==> src/rtl/sw_input_cond.sv <==
// Switch input conditioning: 2-flop synchroniser, per-bit debounce, clean levels, edge pulses,
// rate-change strobe on sw_clean[3:2]. Optional per-bit auto-repeat under macro SW_REPEAT_EN.
module sw_input_cond #(
  parameter int N_SW       = 4,
  parameter int DB_CNT     = 50000,
  parameter int CNT_W      = 16,
  parameter int REPEAT_CYC = 2500000
) (
  input  logic            clk_in,
  input  logic            rst_n,
  input  logic [N_SW-1:0] sw_raw,
  output logic [N_SW-1:0] sw_clean,
  output logic [N_SW-1:0] sw_rise,
  output logic [N_SW-1:0] sw_fall,
  output logic            rate_chg,
  output logic [N_SW-1:0] sw_rep
);

  localparam logic [CNT_W-1:0] DB_LAST = CNT_W'(DB_CNT - 1);

  logic [N_SW-1:0]  sync_p0;
  logic [N_SW-1:0]  sync_p1;
  logic [CNT_W-1:0] cnt [N_SW];
  logic [N_SW-1:0]  toggle;
  logic [N_SW-1:0]  clean_next;

  // Stage p0/p1: metastability chain on the raw asynchronous switches
  always_ff @(posedge clk_in or negedge rst_n) begin
    if (!rst_n) begin
      sync_p0 <= '0;
      sync_p1 <= '0;
    end else begin
      sync_p0 <= sw_raw;
      sync_p1 <= sync_p0;
    end
  end

  always_comb begin
    toggle     = '0;
    clean_next = sw_clean;
    for (int i = 0; i < N_SW; i++) begin
      toggle[i] = (sync_p1[i] != sw_clean[i]) && (cnt[i] == DB_LAST);
    end
    clean_next = sw_clean ^ toggle;
  end

  // Debounce: count consecutive cycles of disagreement; any agreement restarts the count
  always_ff @(posedge clk_in or negedge rst_n) begin
    if (!rst_n) begin
      for (int i = 0; i < N_SW; i++) cnt[i] <= '0;
    end else begin
      for (int i = 0; i < N_SW; i++) begin
        if ((sync_p1[i] == sw_clean[i]) || toggle[i]) cnt[i] <= '0;
        else                                           cnt[i] <= cnt[i] + 1'b1;
      end
    end
  end

  always_ff @(posedge clk_in or negedge rst_n) begin
    if (!rst_n) begin
      sw_clean <= '0;
      sw_rise  <= '0;
      sw_fall  <= '0;
    end else begin
      sw_clean <= clean_next;
      sw_rise  <= toggle & ~sw_clean;
      sw_fall  <= toggle & sw_clean;
    end
  end

  generate
    if (N_SW >= 4) begin : g_rate
      // One pulse even when bits 3 and 2 flip together
      always_ff @(posedge clk_in or negedge rst_n) begin
        if (!rst_n) rate_chg <= 1'b0;
        else        rate_chg <= |toggle[3:2];
      end
    end else begin : g_no_rate
      assign rate_chg = 1'b0;
    end
  endgenerate

`ifdef SW_REPEAT_EN
  localparam int REP_W = (REPEAT_CYC > 1) ? $clog2(REPEAT_CYC) : 1;
  localparam logic [REP_W-1:0] REP_LAST = REP_W'(REPEAT_CYC - 1);

  logic [REP_W-1:0] rep_cnt [N_SW];
  logic [N_SW-1:0]  rise_next;

  assign rise_next = toggle & ~sw_clean;

  // Counter restarts on the rise cycle so the first repeat lands REPEAT_CYC after sw_rise
  always_ff @(posedge clk_in or negedge rst_n) begin
    if (!rst_n) begin
      for (int i = 0; i < N_SW; i++) rep_cnt[i] <= '0;
      sw_rep <= '0;
    end else begin
      for (int i = 0; i < N_SW; i++) begin
        if (!clean_next[i] || rise_next[i]) begin
          rep_cnt[i] <= '0;
          sw_rep[i]  <= 1'b0;
        end else if (rep_cnt[i] == REP_LAST) begin
          rep_cnt[i] <= '0;
          sw_rep[i]  <= 1'b1;
        end else begin
          rep_cnt[i] <= rep_cnt[i] + 1'b1;
          sw_rep[i]  <= 1'b0;
        end
      end
    end
  end
`else
  assign sw_rep = '0;
`endif

endmodule

==> config.mk <==
export PLATFORM = sky130hd
export DESIGN_NAME = sw_input_cond
export DESIGN_NICKNAME = d
export VERILOG_FILES = /design/src/rtl/sw_input_cond.sv
export SDC_FILE = /design/constraint.sdc
export NUM_CORES = 1
export LEC_CHECK = 0
export CORE_MARGIN = 2
export CORE_UTILIZATION = 45
export CTS_CLUSTER_DIAMETER = 150
export DETAILED_ROUTE_END_ITERATION = 8
export HOLD_SLACK_MARGIN = 0.03
export PLACE_DENSITY = 0.61
export SLEW_MARGIN = 0
export SYNTH_ARGS = -nofsm -noshare
export SYNTH_HDL_FRONTEND = slang
export SYNTH_SLANG_ARGS = --single-unit
export TNS_END_PERCENT = 50
==> constraint.sdc <==
create_clock -name clk_in -period 5.3 [get_ports clk_in]
set_clock_uncertainty 0.05 [all_clocks]
set_input_delay 0.795 -clock clk_in [delete_from_list [all_inputs] [get_ports clk_in]]
set_output_delay 0.795 -clock clk_in [all_outputs]
set_load 0.02 [all_outputs]
# Word-level counts from Yosys, hierarchy flattened
# Cells that the tools add are included.
dict set report word_totals {
  regBits 85
  in_bits 6
  out_inout_bits 17
  wordCells 43
}
dict set report classes {
  add_sub_neg 4
  eq_ne 12
  muxes 4
  n_bitwise 4
  n_reduce_logical 9
}
# cell count
set op_table {}
lappend op_table {{$add A16 B1 Y16 const B} 4}
lappend op_table {{$eq A16 B16 Y1 const B} 4}
lappend op_table {{$mux W16} 4}
lappend op_table {{$and A4 B4 Y4} 2}
lappend op_table {{$eq A1 B1 Y1} 4}
lappend op_table {{$logic_and A1 B1 Y1} 4}
lappend op_table {{$logic_or A1 B1 Y1} 4}
lappend op_table {{$ne A1 B1 Y1} 4}
lappend op_table {{$not A4 Y4} 1}
lappend op_table {{$xor A4 B4 Y4} 1}
lappend op_table {{$reduce_or A2 Y1} 1}

# Logic depth before layout (Yosys ltp)
# Gate-level depths: netlist of the first run.
dict set report logic_depth {
  word_depth 4
  ltp_mapped 7
  ltp_nobuf 5
}

# Worst setup path after synthesis of the first run
# Ideal clock, no wire load.
dict set report synth_path {
  path_kind {reg2reg}
  from {register cnt[55] (netlist bit)}
  to {register (tool-made name)}
  setup_ps 125
  arrival_ps 1793
  t_required_ps 5125
  setup_slack_ps 3332
  path_stages_with_launch 4
  path_buffers 0
  period_less_slack_ps 1968
  path_cell_list {dfrtp_1 -> or4b_1 -> or4_4 -> mux2_4}
}
# element line_no
set synth_lines {}
lappend synth_lines {{start, declared} 23} ;# logic [CNT_W-1:0] cnt [N_SW];
lappend synth_lines {{start signal, assigned by index} 54} ;# else cnt[i] <= cnt[i] + 1'b1;

==> flow_summary.json, run 1 <==
{
  "async_flop_share_pct": 100,
  "crit_path_max_fanout": 5,
  "r2r_cells": 5,
  "tritoncts": "yes",
  "cp_num_buf_inv": 1,
  "max_freq_mhz": 441,
  "slowest_delay_ns": 0.64,
  "die_x_microns": 96.2,
  "hold_viol": 0,
  "avgSynthCellArea_sq_um": 10.5,
  "path_delay_family": "buffers and inverters",
  "n_antenna_cell": 0,
  "routed_via_density": 5.18,
  "synth_cell_types": 36,
  "h-tree-depth": 3,
  "rr_startpoint": "cnt[16]$_DFF_PN0_",
  "port_buffers": 18,
  "grt_pass1_vias": 2476,
  "route.detailed.drc": 0,
  "drv_slew": 0,
  "path_clk_slew_ns": 0.09,
  "globalRouteOverflowTotal": 0,
  "seq_area_frac_synth_pct": 55.6,
  "hp-class": "primary input to asynchronous set/reset pin",
  "root_buffer": "clkbuf_8",
  "post_cts_resized": 0,
  "drive_above_1_share_pct": 6.11,
  "utilization_pct": 52.3,
  "dr.pass1.iters": 4,
  "rows": 33,
  "synthCells": 364,
  "powerDensity_mw_per_mm2": 271,
  "drtIter0Drc": 56,
  "clock_latency_ns": 0.35,
  "setup_violations": 0,
  "status": "finished, final reports clean",
  "wl_microns": 6590,
  "ant_nets": 0,
  "holdWs_ns": 0.276,
  "grt_use_total_pct": 16.5,
  "crit_type": "flip-flop to output port",
  "ys_warn_count": 0,
  "place.gp.congestion": 0.797,
  "place_ws_ns": 3.13,
  "slowest_stage": "clkdlybuf4s50_1",
  "syn_area_sq_mm": 0.00383,
  "post-route-min-period_ns": 2.27,
  "synth_seq_cells": 85,
  "area_delta_synth_final_pct": 12.3,
  "synthFlopType": "dfrtp_1",
  "timing.setup.tns_ns": 0,
  "fillCellCount": 741,
  "worst_pin_slew_ns": 0.754,
  "worst_setup_path_end_kind": "output port",
  "dp_hpwl_microns": 4510,
  "antenna_found_initial": 0,
  "rsz0062_at_grt": "no",
  "maxSlewHeadroom_pct": 49.8,
  "hold_buffers": 0,
  "ios": 23,
  "grt_max_degree": 64,
  "crit_chain": "clkdlybuf4s50_1",
  "start_util_pct": 46.6,
  "dieArea_sq_mm": 0.00926,
  "synth_edf_count": 0,
  "r2r_end": "cnt[30]$_DFF_PN0_",
  "arrival_ns": 1.42,
  "coreArea_sq_mm": 0.00822,
  "cts_setup_buffers": 0,
  "min_period_over_period_pct": 42.8,
  "reg2reg_slack_ns": 3.16,
  "total_power_uw": 1170,
  "timing.final.ws_setup_ns": 3.03,
  "grt_first_pass_wirelength_microns": 11800,
  "cts_made_buffers": 9,
  "cts_buffer_depth": 2,
  "vdd_drop_max_v": 0.000157,
  "p_leak_uw": 0.00171,
  "cap_violations": 0,
  "wl_per_cell_microns": 13.2,
  "start_kind": "flip-flop",
  "fp.dieH_microns": 96.2,
  "layout.nets": 398,
  "cp.required_ns": 4.45,
  "vias": 2579,
  "cts_sinks": 85
}
registers in the layout (all words and copies together), names as in the netlist, named ones only:
signal	flops
sync_p1	4
sw_fall	4
sw_rise	4
sync_p0	4
rate_chg	1
cnt	64
power by group:
part	internal (uW)	switching, uW	total (uW)
Sequential	658	10.0	668
Clock	232	227	459
Combinational	12.1	27.5	39.6
Total	902	265	1170
cells in the final DEF, fill, tap and decap left out, drive strengths merged, types with 4 or more instances in the layout:
master,synthesis,final
and3,5,5
clkbuf,3,11
clkdlybuf4s50,0,17
conb,1,4
dfrtp,85,85
ha,4,4
inv,11,11
mux2,4,4
nand2,21,21
nand3,20,20
nand4,17,17
nor2,70,70
nor3,14,14
nor3b,8,8
nor4,15,15
nor4bb,4,4
xnor2,47,47
xor2,10,10
stage by stage:
| step | cell area, sq um | cells |
|---|---|---|
| detailed placement | 4100 | 482 |
| CTS | 4300 | 498 |
| finish | 4300 | 498 |
| floorplan | 3840 | 367 |
| global placement | 4100 | 482 |
| global route | 4300 | 498 |
how the worst max path moves through the flow:
stage / end / slack, ns / depth (start not counted)
after floorplan: flip-flop / 3.33 / 3
after global placement: cnt[19]$_DFF_PN0_ / 3.23 / 5
after detailed placement: cnt[22]$_DFF_PN0_ / 3.13 / 5
after CTS: sw_clean[0] / 3.01 / 1
after global routing: sw_clean[0] / 2.93 / 1
final: sw_clean[0] / 3.03 / 1
kinds of logic (layout without fill, tap and decap cells):
family	Yosys count	count (layout)	share of synthesized area (%)
AOI/OAI and AO/OA	5	5	0.752
other	1	4	0.0980
adders and majority gates	4	4	1.31
DFF	85	85	55.6
muxes	4	4	1.28
xor gates and xnor gates	57	57	13.0
buffers and inverters	20	46	2.58
and+or+nand+nor	188	188	25.3
cells in the mapped netlist (2+ instances only):
master      n  area [sq um]
nor4bb_1    4          40.0
xnor2_1    47           412
clkbuf_1    3          11.3
or4b_1      2          20.0
nand2b_1    2          12.5
nand2_1    20          75.1
nand4bb_1   2          22.5
and3_1      4          25.0
ha_1        4          50.1
nand4_1    17           106
xor2_1     10          87.6
mux2_2      2          22.5
a21oi_1     3          15.0
nand3_1    20           100
or3_1       3          18.8
nor2_1     70           263
nor4_1     15          93.8
inv_1      11          41.3
nor3_1     14          70.1
dfrtp_1    85          2130
buf_4       4          30.0
nor3b_1     8          60.1
routing by layer:
metal / part of all wire [%] / vias to the layer above / GRT usage (%)
met4: 1.2 / 0 / 4.64
li1: - / 1282 / -
met5: 0 / - / 0
met2: 44 / 47 / 24.3
met3: 5.4 / 8 / 6.03
met1: 50 / 1242 / 22.9
layout make-up:
cell class	instances	area (sq um)	share of cell area (%)
clock inverter	5	60.1	1.40
tap	105	131	3.06
inverter	11	41.3	0.961
timing repair buffer	19	185	4.31
sequential	85	2130	49.5
clock buffer	11	141	3.29
multi-input combinational	262	1610	37.5
Power figures use the tool's default switching activity.
==> run 2, diff against run 1 <==
==> constraint.sdc (replaced) <==
create_clock -name clk_in -period 2.34 [get_ports clk_in]
set_clock_uncertainty 0.05 [all_clocks]
set_input_delay 0.351 -clock clk_in [delete_from_list [all_inputs] [get_ports clk_in]]
set_output_delay 0.351 -clock clk_in [all_outputs]
set_load 0.02 [all_outputs]
==> run 2 against run 1 <==
Against the previous run:
- non-clock buffer count rose by 3
- clock-buffer cell count up 2
- wire length increased by 0.30%
==> flow_summary.json, run 2 (same netlist as run 1, synthesis figures left out) <==
{
  "coreArea_sq_mm": 0.00822,
  "ant_nets": 0,
  "hp-class": "flip-flop to flip-flop",
  "grt_max_degree": 35,
  "post-route-min-period_ns": 2.05,
  "dpl_cell_area_sq_mm": 0.00412,
  "grt_first_pass_wirelength_microns": 11900,
  "crit_type": "flip-flop to flip-flop",
  "route.detailed.drc": 0,
  "start_kind": "flip-flop",
  "status": "finished, final reports clean",
  "cap_violations": 0,
  "root_buffer": "clkbuf_8",
  "layout.nets": 401,
  "setup_violations": 0,
  "cp.required_ns": 2.52,
  "port_buffers": 18,
  "dr.pass1.iters": 4,
  "n_antenna_cell": 0,
  "globalRouteOverflowTotal": 0,
  "hold_buffers": 1,
  "routed_via_density": 5.13,
  "clock_latency_ns": 0.35,
  "rows": 33,
  "top_register": "cnt",
  "grt_pass1_vias": 2484,
  "grt_use_total_pct": 16.6,
  "drive_above_1_share_pct": 6.57,
  "vias": 2571,
  "place.gp.congestion": 0.803,
  "mostFrequentLayoutCell": "dfrtp_1",
  "cts_setup_buffers": 0,
  "worst_setup_path_end_kind": "flip-flop",
  "die_x_microns": 96.2,
  "wl_microns": 6610,
  "hold_viol": 0,
  "cts_sinks": 85,
  "final_area_sq_mm": 0.00435,
  "post_cts_resized": 0,
  "path_clk_slew_ns": 0.09,
  "vdd_drop_max_v": 0.000390,
  "arrival_ns": 2.23,
  "dp_hpwl_microns": 4440,
  "crit_path_max_fanout": 6,
  "rsz0062_at_grt": "no",
  "largest_register_ffs": 64,
  "wl_per_cell_microns": 13.2,
  "fp.dieH_microns": 96.2,
  "drv_slew": 0,
  "ios": 23,
  "h-tree-depth": 3,
  "max_freq_mhz": 487,
  "min_period_over_period_pct": 87.7,
  "powerDensity_mw_per_mm2": 621,
  "start_util_pct": 46.6,
  "tritoncts": "yes",
  "cts_made_buffers": 9,
  "cts_buffer_depth": 2,
  "area_delta_synth_final_pct": 13.6,
  "antenna_found_initial": 0,
  "p_leak_uw": 0.00174,
  "drtIter0Drc": 130,
  "dieArea_sq_mm": 0.00926,
  "timing.setup.tns_ns": 0,
  "most-common-layout-cells": "dfrtp_1, nor2_1, xnor2_1, nand2_1, nand3_1"
}
==> run 2: final cells by class <==
cell class	instances	area [sq um]
clock buffers	13	169
repair buffers	22	223
flip-flops and latches	85	2130
multi-input cells	262	1610
inverters	11	41.3
clock inverters	3	42.5
fillers	744	3870
well taps	105	131
==> run 2: through the flow <==
stage | setup slack, ns | hold WS, ns | std cells | power (uW) | util [%]
4_1_cts | 0.286 | 0.301 | 501 | 2740 | 52.9
5_1_grt | 0.172 | 0.306 | 501 | 2810 | 52.9
2_1_floorplan | 0.372 | 0.00541 | 367 | 1590 | -
3_3_place_gp | 0.334 | 0.277 | 484 | 1640 | 50.2
6_report | 0.287 | 0.300 | 501 | 2700 | 52.9
3_5_place_dp | 0.312 | 0.282 | 484 | 1640 | 50.2
==> run 2: path summary, 6_finish.rpt <==
check / to / from / slack, ns / depth (start not counted)
min in group asynchronous: cnt[23]$_DFF_PN0_ / rst_n / 0.43 / 2
max in group asynchronous: cnt[22]$_DFF_PN0_ / rst_n / 1.19 / 3
max reg2reg: flip-flop / cnt[55]$_DFF_PN0_ / 0.29 / 3
min reg2reg: sync_p1[0]$_DFF_PN0_ / sync_p0[0]$_DFF_PN0_ / 0.30 / 0
max: flip-flop / cnt[55]$_DFF_PN0_ / 0.29 / 3
min: sync_p1[0]$_DFF_PN0_ / sync_p0[0]$_DFF_PN0_ / 0.30 / 0
==> run 2: power by group <==
group          switching (uW)  internal, uW
combinational            63.9          32.7
clock                     508           580
sequential               21.4          1490
total                     594          2100
==> run 2: layer usage <==
metal,vias to the layer above,global-route usage [%],routed length (microns)
met5,-,0,0
met2,43,23.6,2800
met4,0,7.50,139
li1,1287,-,-
met1,1232,24.6,3420
met3,9,3.21,250
==> run 2: critical path: stages (launching register included) <==
cell and delay [ns]:
dfrtp_1 0.44, or4b_1 0.52, or4_4 0.60, mux2_4 0.32
==> patch 1: new RTL, flow settings as in run 2 <==
Register the output `rate_chg` once more, cleared by the reset; this adds one clock of latency there. The other outputs are not delayed to match.
--- a/src/rtl/sw_input_cond.sv
+++ b/src/rtl/sw_input_cond.sv
@@ -17,6 +17,8 @@
 );
 
   localparam logic [CNT_W-1:0] DB_LAST = CNT_W'(DB_CNT - 1);
+
+  logic rate_chg_s0;
 
   logic [N_SW-1:0]  sync_p0;
   logic [N_SW-1:0]  sync_p1;
@@ -72,11 +74,11 @@
     if (N_SW >= 4) begin : g_rate
       // One pulse even when bits 3 and 2 flip together
       always_ff @(posedge clk_in or negedge rst_n) begin
-        if (!rst_n) rate_chg <= 1'b0;
-        else        rate_chg <= |toggle[3:2];
+        if (!rst_n) rate_chg_s0 <= 1'b0;
+        else        rate_chg_s0 <= |toggle[3:2];
       end
     end else begin : g_no_rate
-      assign rate_chg = 1'b0;
+      assign rate_chg_s0 = 1'b0;
     end
   endgenerate
 
@@ -113,5 +115,13 @@
   assign sw_rep = '0;
 `endif
 
+  always_ff @(posedge clk_in or negedge rst_n) begin
+    if (!rst_n) begin
+      rate_chg <= '0;
+    end else begin
+      rate_chg <= rate_chg_s0;
+    end
+  end
+
 endmodule
 
Behaviour: same outputs for any inputs over 10 cycles, from zero or initial values and one cycle with rst_n low; that may be too few to reach the edited logic, so the function may still have changed.
==> patch 1 against run 2 <==
Setup slack got worse by 48 ps; maximum frequency fell by 2.3%; wire length rose by 0.71%; cell area fell by 0.14%; via count fell by 0.12%; total power fell by 5.9%; critical path type unchanged; sequential cell count rose by 1; first-iteration DRC count fell by 3.8%; synthesized area rose by 0.82%; count of clock-buffer cells in the layout rose by 1.
==> patch 1: results (changes against run 2) <==
{| class="wikitable"
! Metric !! Value
|-
| Status || finished clean
|-
| Pin count of the biggest net entering global routing || 42 (+20%)
|-
| Post-synthesis sequential area ratio || 55.8% (+0.20 points)
|-
| Setup violators final || 0 (unchanged)
|-
| Global-route wire length before repair || 11,700 um (-1.5%)
|-
| Fraction of registers with async set or reset after synthesis || 100% (unchanged)
|-
| Number of H-tree branching levels || 3 (unchanged)
|-
| Per-cell routed wire length || 13.3 um (+0.51%)
|-
| Number of fill cells in the layout || 764 (+2.7%)
|-
| Number of nets at the end of the flow || 403 (+0.50%)
|-
| Number of setup buffers added after CTS || 0 (unchanged)
|-
| Maximum root-to-sink buffer count || 2 (unchanged)
|-
| Final weighted congestion in routability-driven placement || 0.780 (-2.9%)
|-
| Critical path's largest stage delay || 580 ps (-20 ps)
|-
| Register with the most flip-flops || cnt
|-
| Min-delay worst type || flip-flop to flip-flop
|-
| Clock-pin transition on the worst setup and hold timing paths || 70 ps (-20 ps)
|-
| Total global-route track usage || 16.6% (-0.058 points)
|-
| Ratio of cells with drive above 1 in the final layout || 7.05% (+0.49 points)
|-
| Crit-path slowest cell || sky130_fd_sc_hd__or4_4
|-
| Top cell types by occurrence after synthesis || 86 x sky130_fd_sc_hd__dfrtp_1, 76 x sky130_fd_sc_hd__nor2_1, 52 x sky130_fd_sc_hd__xnor2_1
|-
| Actual transition at the worst max-transition pin || about 530 ps
|-
| End point of the critical path || cnt[10]
|-
| Final TNS setup || 0 ps (unchanged)
|-
| Worst setup path start || cnt[10]
|-
| Vias in the first global route || 2,454 (-1.2%)
|-
| Flip-flop count of the largest register, all copies and words added || 64 (unchanged)
|-
| Main area contributors after synthesis || sky130_fd_sc_hd__dfrtp_1 56%, sky130_fd_sc_hd__xnor2_1 12%, sky130_fd_sc_hd__nor2_1 7.4%
|-
| Antenna violations before repair || 0 (unchanged)
|-
| Cell leakage power || 1.73 nW (-0.60%)
|-
| Depth of the most critical reg-to-reg path || 4 (+1)
|-
| Largest fanout on the critical path || 16 (+10)
|-
| Placement-stage worst setup slack || 239 ps (-72.6 ps)
|-
| Post-route clock period utilization || 89.8% (+2.1 points)
|-
| Synth cell types || 36 (unchanged)
|-
| Initial drt markers || 125 (-3.8%)
|-
| WP data arrival || 2270 ps (+40 ps)
|-
| Vias/cell || 5.12 (-0.32%)
|-
| Family with the most delay on the worst path || simple AND/OR/NAND/NOR gates
|-
| Detailed Place HPWL || 4650 um (+4.7%)
|-
| Number of cells on the worst hold path || 0 (unchanged)
|-
| CTS Root Cell || sky130_fd_sc_hd__clkbuf_8
|-
| Worst voltage drop across the vdd grid || 0.309 mV (-21%)
|-
| Number of buffers added on ports || 18 (unchanged)
|-
| Yosys warning count || 0 (unchanged)
|-
| Number of antenna cells inserted || 0 (unchanged)
|-
| First-pass DRT Iterations || 4 (unchanged)
|-
| Clk_lat worst skew || 340 ps
|-
| CTS Buf Count || 9 (unchanged)
|}
## patch 1: cell types whose count changed after synthesis, sizes merged, moves of 3 or more
cell   delta
nand2     -5
nor2      +6
xnor2     +5
xor2      -3
nand4     -3
## patch 1: layout make-up
type | count | area share [%]
clock buffer | 14 | 3.75
clock inverter | 1 | 0.115
inverter | 12 | 1.04
multi-input combinational | 258 | 36.6
sequential | 86 | 49.6
tap | 105 | 3.03
timing repair buffer | 26 | 5.82
## patch 1: metrics by stage
step           instance area (um^2)  instances
6_report                       4340        502
5_1_grt                        4340        502
4_1_cts                        4340        502
3_5_place_dp                   4160        486
3_3_place_gp                   4160        486
2_1_floorplan                  3870        366
## patch 1: how the worst min path moves through the flow
stage	from	to	slack (ps)
floorplan	rst_n	asynchronous set/reset pin	5
global placement	rate_chg_s0	rate_chg	280
detailed placement	rate_chg_s0	rate_chg	290
CTS	rate_chg_s0	rate_chg	300
global route	sync_p0[0]	sync_p1[0]	310
finish	rate_chg_s0	rate_chg	300
## patch 1: power by group
part / total, W / internal, W / switching [W]
Sequential: 0.00153 / 0.00151 / 0.0000213
Clock: 0.000908 / 0.000438 / 0.000470
Combinational: 0.000101 / 0.0000349 / 0.0000660
Total: 0.00254 / 0.00198 / 0.000557
## patch 1: cells by family (layout without fill, tap and decap cells)
family / count (synthesis) / after routing / synth area share [%]
fa+ha+maj: 4 / 4 / 1.30
mux: 4 / 4 / 1.17
flops: 86 / 86 / 55.8
simple gates: 184 / 184 / 24.5
other cells: 1 / 4 / 0.0972
xor+xnor: 59 / 59 / 13.4
compound gates: 3 / 3 / 0.486
buf+inv: 22 / 53 / 3.28
## patch 1: per-layer routing
metal / track usage, % / wire length, um
met5: 0 / 0
met4: 5.99 / 91
met3: 4.89 / 270
met1: 23.1 / 3240
met2: 24.7 / 3050
## patch 1: worst reg2reg max path, cell delays in order, from the launching register on
cell	delay [ps]
sky130_fd_sc_hd__dfrtp_1	450
sky130_fd_sc_hd__or4b_1	520
sky130_fd_sc_hd__or4_4	580
sky130_fd_sc_hd__nand2b_2	280
sky130_fd_sc_hd__nor2_1	100
## patch 1: repair_timing
item | in CTS | in global routing
resized for setup | 0 | 0
hold buffers | 1 | 0
hold endpoints to repair | 39 | 0
==> patch 2: new RTL, flow settings as in run 2 <==
Without the edit above. Add a define of `SW_REPEAT_EN`.
--- a/src/rtl/sw_input_cond.sv
+++ b/src/rtl/sw_input_cond.sv
@@ -1,5 +1,7 @@
 // Switch input conditioning: 2-flop synchroniser, per-bit debounce, clean levels, edge pulses,
 // rate-change strobe on sw_clean[3:2]. Optional per-bit auto-repeat under macro SW_REPEAT_EN.
+`define SW_REPEAT_EN
+
 module sw_input_cond #(
   parameter int N_SW       = 4,
   parameter int DB_CNT     = 50000,
Behaviour: same outputs for any inputs over 10 cycles, from zero or initial values and one cycle with rst_n low; that may be too few to reach the edited logic, so the function may still have changed.
==> patch 2 against run 2 <==
Total power is 120% higher; cell area is 130% higher; wire length grew to 2.5 times the old value; critical path depth is 2 higher; sequential cell count is 92 higher; synthesized area is 130% higher; setup slack worse by 110 ps; global-route usage is 1.0 points higher.
==> patch 2: results (changes against run 2) <==
{| class="wikitable"
! Metric !! Value
|-
| Top cell types by occurrence after synthesis || 177 x sky130_fd_sc_hd__dfrtp_1, 92 x sky130_fd_sc_hd__nor2_1, 80 x sky130_fd_sc_hd__xnor2_1
|-
| Number of H-tree branching levels || 4 (+1)
|-
| Vias in the first global route || 6,186 (+150%)
|-
| Register with the most flip-flops || rep_cnt
|-
| Clk_lat worst skew || 430 ps (+80 ps)
|-
| Largest fanout on the critical path || 5 (-1)
|-
| CTS Root Cell || sky130_fd_sc_hd__clkbuf_16
|-
| Post-route clock period utilization || 92.2% (+4.5 points)
|-
| Pin count of the biggest net entering global routing || 93 (+170%)
|-
| CTS Buf Count || 17 (+8)
|-
| Post-synthesis sequential area ratio || 51.0% (-4.6 points)
|-
| WP data arrival || 2440 ps (+210 ps)
|-
| Cell leakage power || 3.63 nW (+110%)
|-
| Global routing met1 resource utilization || 24.8% (+0.16 points)
|-
| Placed cell area || 0.00931 mm^2 (+130%)
|-
| Placement-stage worst setup slack || 155 ps (-157 ps)
|-
| Flip-flop count of the largest register, all copies and words added || 88 (+38%)
|-
| Final weighted congestion in routability-driven placement || 0.802 (about the same)
|-
| Vias/cell || 5.46 (+6.5%)
|-
| Total global-route track usage || 17.7% (+1.0 points)
|-
| Worst voltage drop across the vdd grid || 0.485 mV (+25%)
|-
| Ratio of cells with drive above 1 in the final layout || 7.96% (+1.4 points)
|-
| Number of antenna cells inserted || 0 (unchanged)
|-
| Number of nets at the end of the flow || 909 (+130%)
|-
| Synth cell types || 48 (+33%)
|-
| Detailed Place HPWL || 10,800 um (+140%)
|-
| Met3 usage in global routing || 3.92% (+0.71 points)
|-
| Depth of the most critical reg-to-reg path || 5 (+2)
|-
| Status || finished clean
|-
| Launch point of the worst reg-to-reg path || rep_cnt[22]
|-
| Per-cell routed wire length || 14.3 um (+8.0%)
|-
| First-pass DRT Iterations || 7 (+3)
|-
| GR Layer Usage met2 || 27.6% (+4.1 points)
|-
| Main area contributors after synthesis || sky130_fd_sc_hd__dfrtp_1 51%, sky130_fd_sc_hd__xnor2_1 8.1%, sky130_fd_sc_hd__nor2_1 4.0%
|}
## patch 2: worst max path at each step
stage	from	endpoint	cells after the start
detailed placement	rep_cnt[24]	rep_cnt[43]	4
CTS	rep_cnt[24]	rep_cnt[43]	4
floorplan	rep_cnt[36]	rep_cnt[27]	5
global placement	rep_cnt[24]	rep_cnt[43]	4
global route	rep_cnt[49]	rep_cnt[64]	4
finish	rep_cnt[22]	rep_cnt[42]	5
## patch 2: cell type report
type / instances / area, um^2
inverters: 27 / 101
multi-input cells: 626 / 4050
well taps: 260 / 325
repair buffers: 42 / 414
clock buffers: 22 / 454
clock inverters: 10 / 87.6
flip-flops and latches: 177 / 4430
fillers: 1730 / 8960
## patch 2: layer usage
metal | up-vias | wire length (um)
met4 | 0 | 100
met5 | - | 0
met1 | 3111 | 8390
li1 | 3195 | -
met2 | 47 | 7760
met3 | 7 | 348
## patch 2: cell families (layout without fill, tap and decap cells)
kind of cell | count (synthesis) | in the layout | share of synthesized area (%)
AND/OR/NAND/NOR | 427 | 427 | 27.4
AO/OA/AOI/OAI | 77 | 77 | 5.99
adder cells (fa/ha/maj) | 12 | 12 | 1.73
XOR/XNOR | 105 | 105 | 10.6
buffers and inverters | 58 | 101 | 2.69
flip-flops | 177 | 177 | 51.0
multiplexers | 5 | 5 | 0.633
## patch 2: power breakdown
part | internal [W] | switching (W) | total, W | leakage, nW
Combinational | 0.0000376 | 0.0000882 | 0.000126 | 0.933
Clock | 0.00148 | 0.00117 | 0.00265 | 0.252
Sequential | 0.00308 | 0.0000264 | 0.00311 | 2.45
## patch 2: worst max-delay path, stage by stage (launching register included)
cell and delay [ps]:
sky130_fd_sc_hd__dfrtp_1 410, sky130_fd_sc_hd__ha_1 220, sky130_fd_sc_hd__and4_1 230, sky130_fd_sc_hd__or3b_1 400
sky130_fd_sc_hd__or4_1 510, sky130_fd_sc_hd__a211oi_1 240
## patch 2: through the flow
step,utilization [%],total power (W),std cells
3_3_place_gp,49.5,0.00330,1131
6_report,52.4,0.00589,1164
2_1_floorplan,-,0.00320,861
4_1_cts,52.4,0.00598,1164
3_5_place_dp,49.5,0.00330,1131
5_1_grt,52.4,0.00615,1164
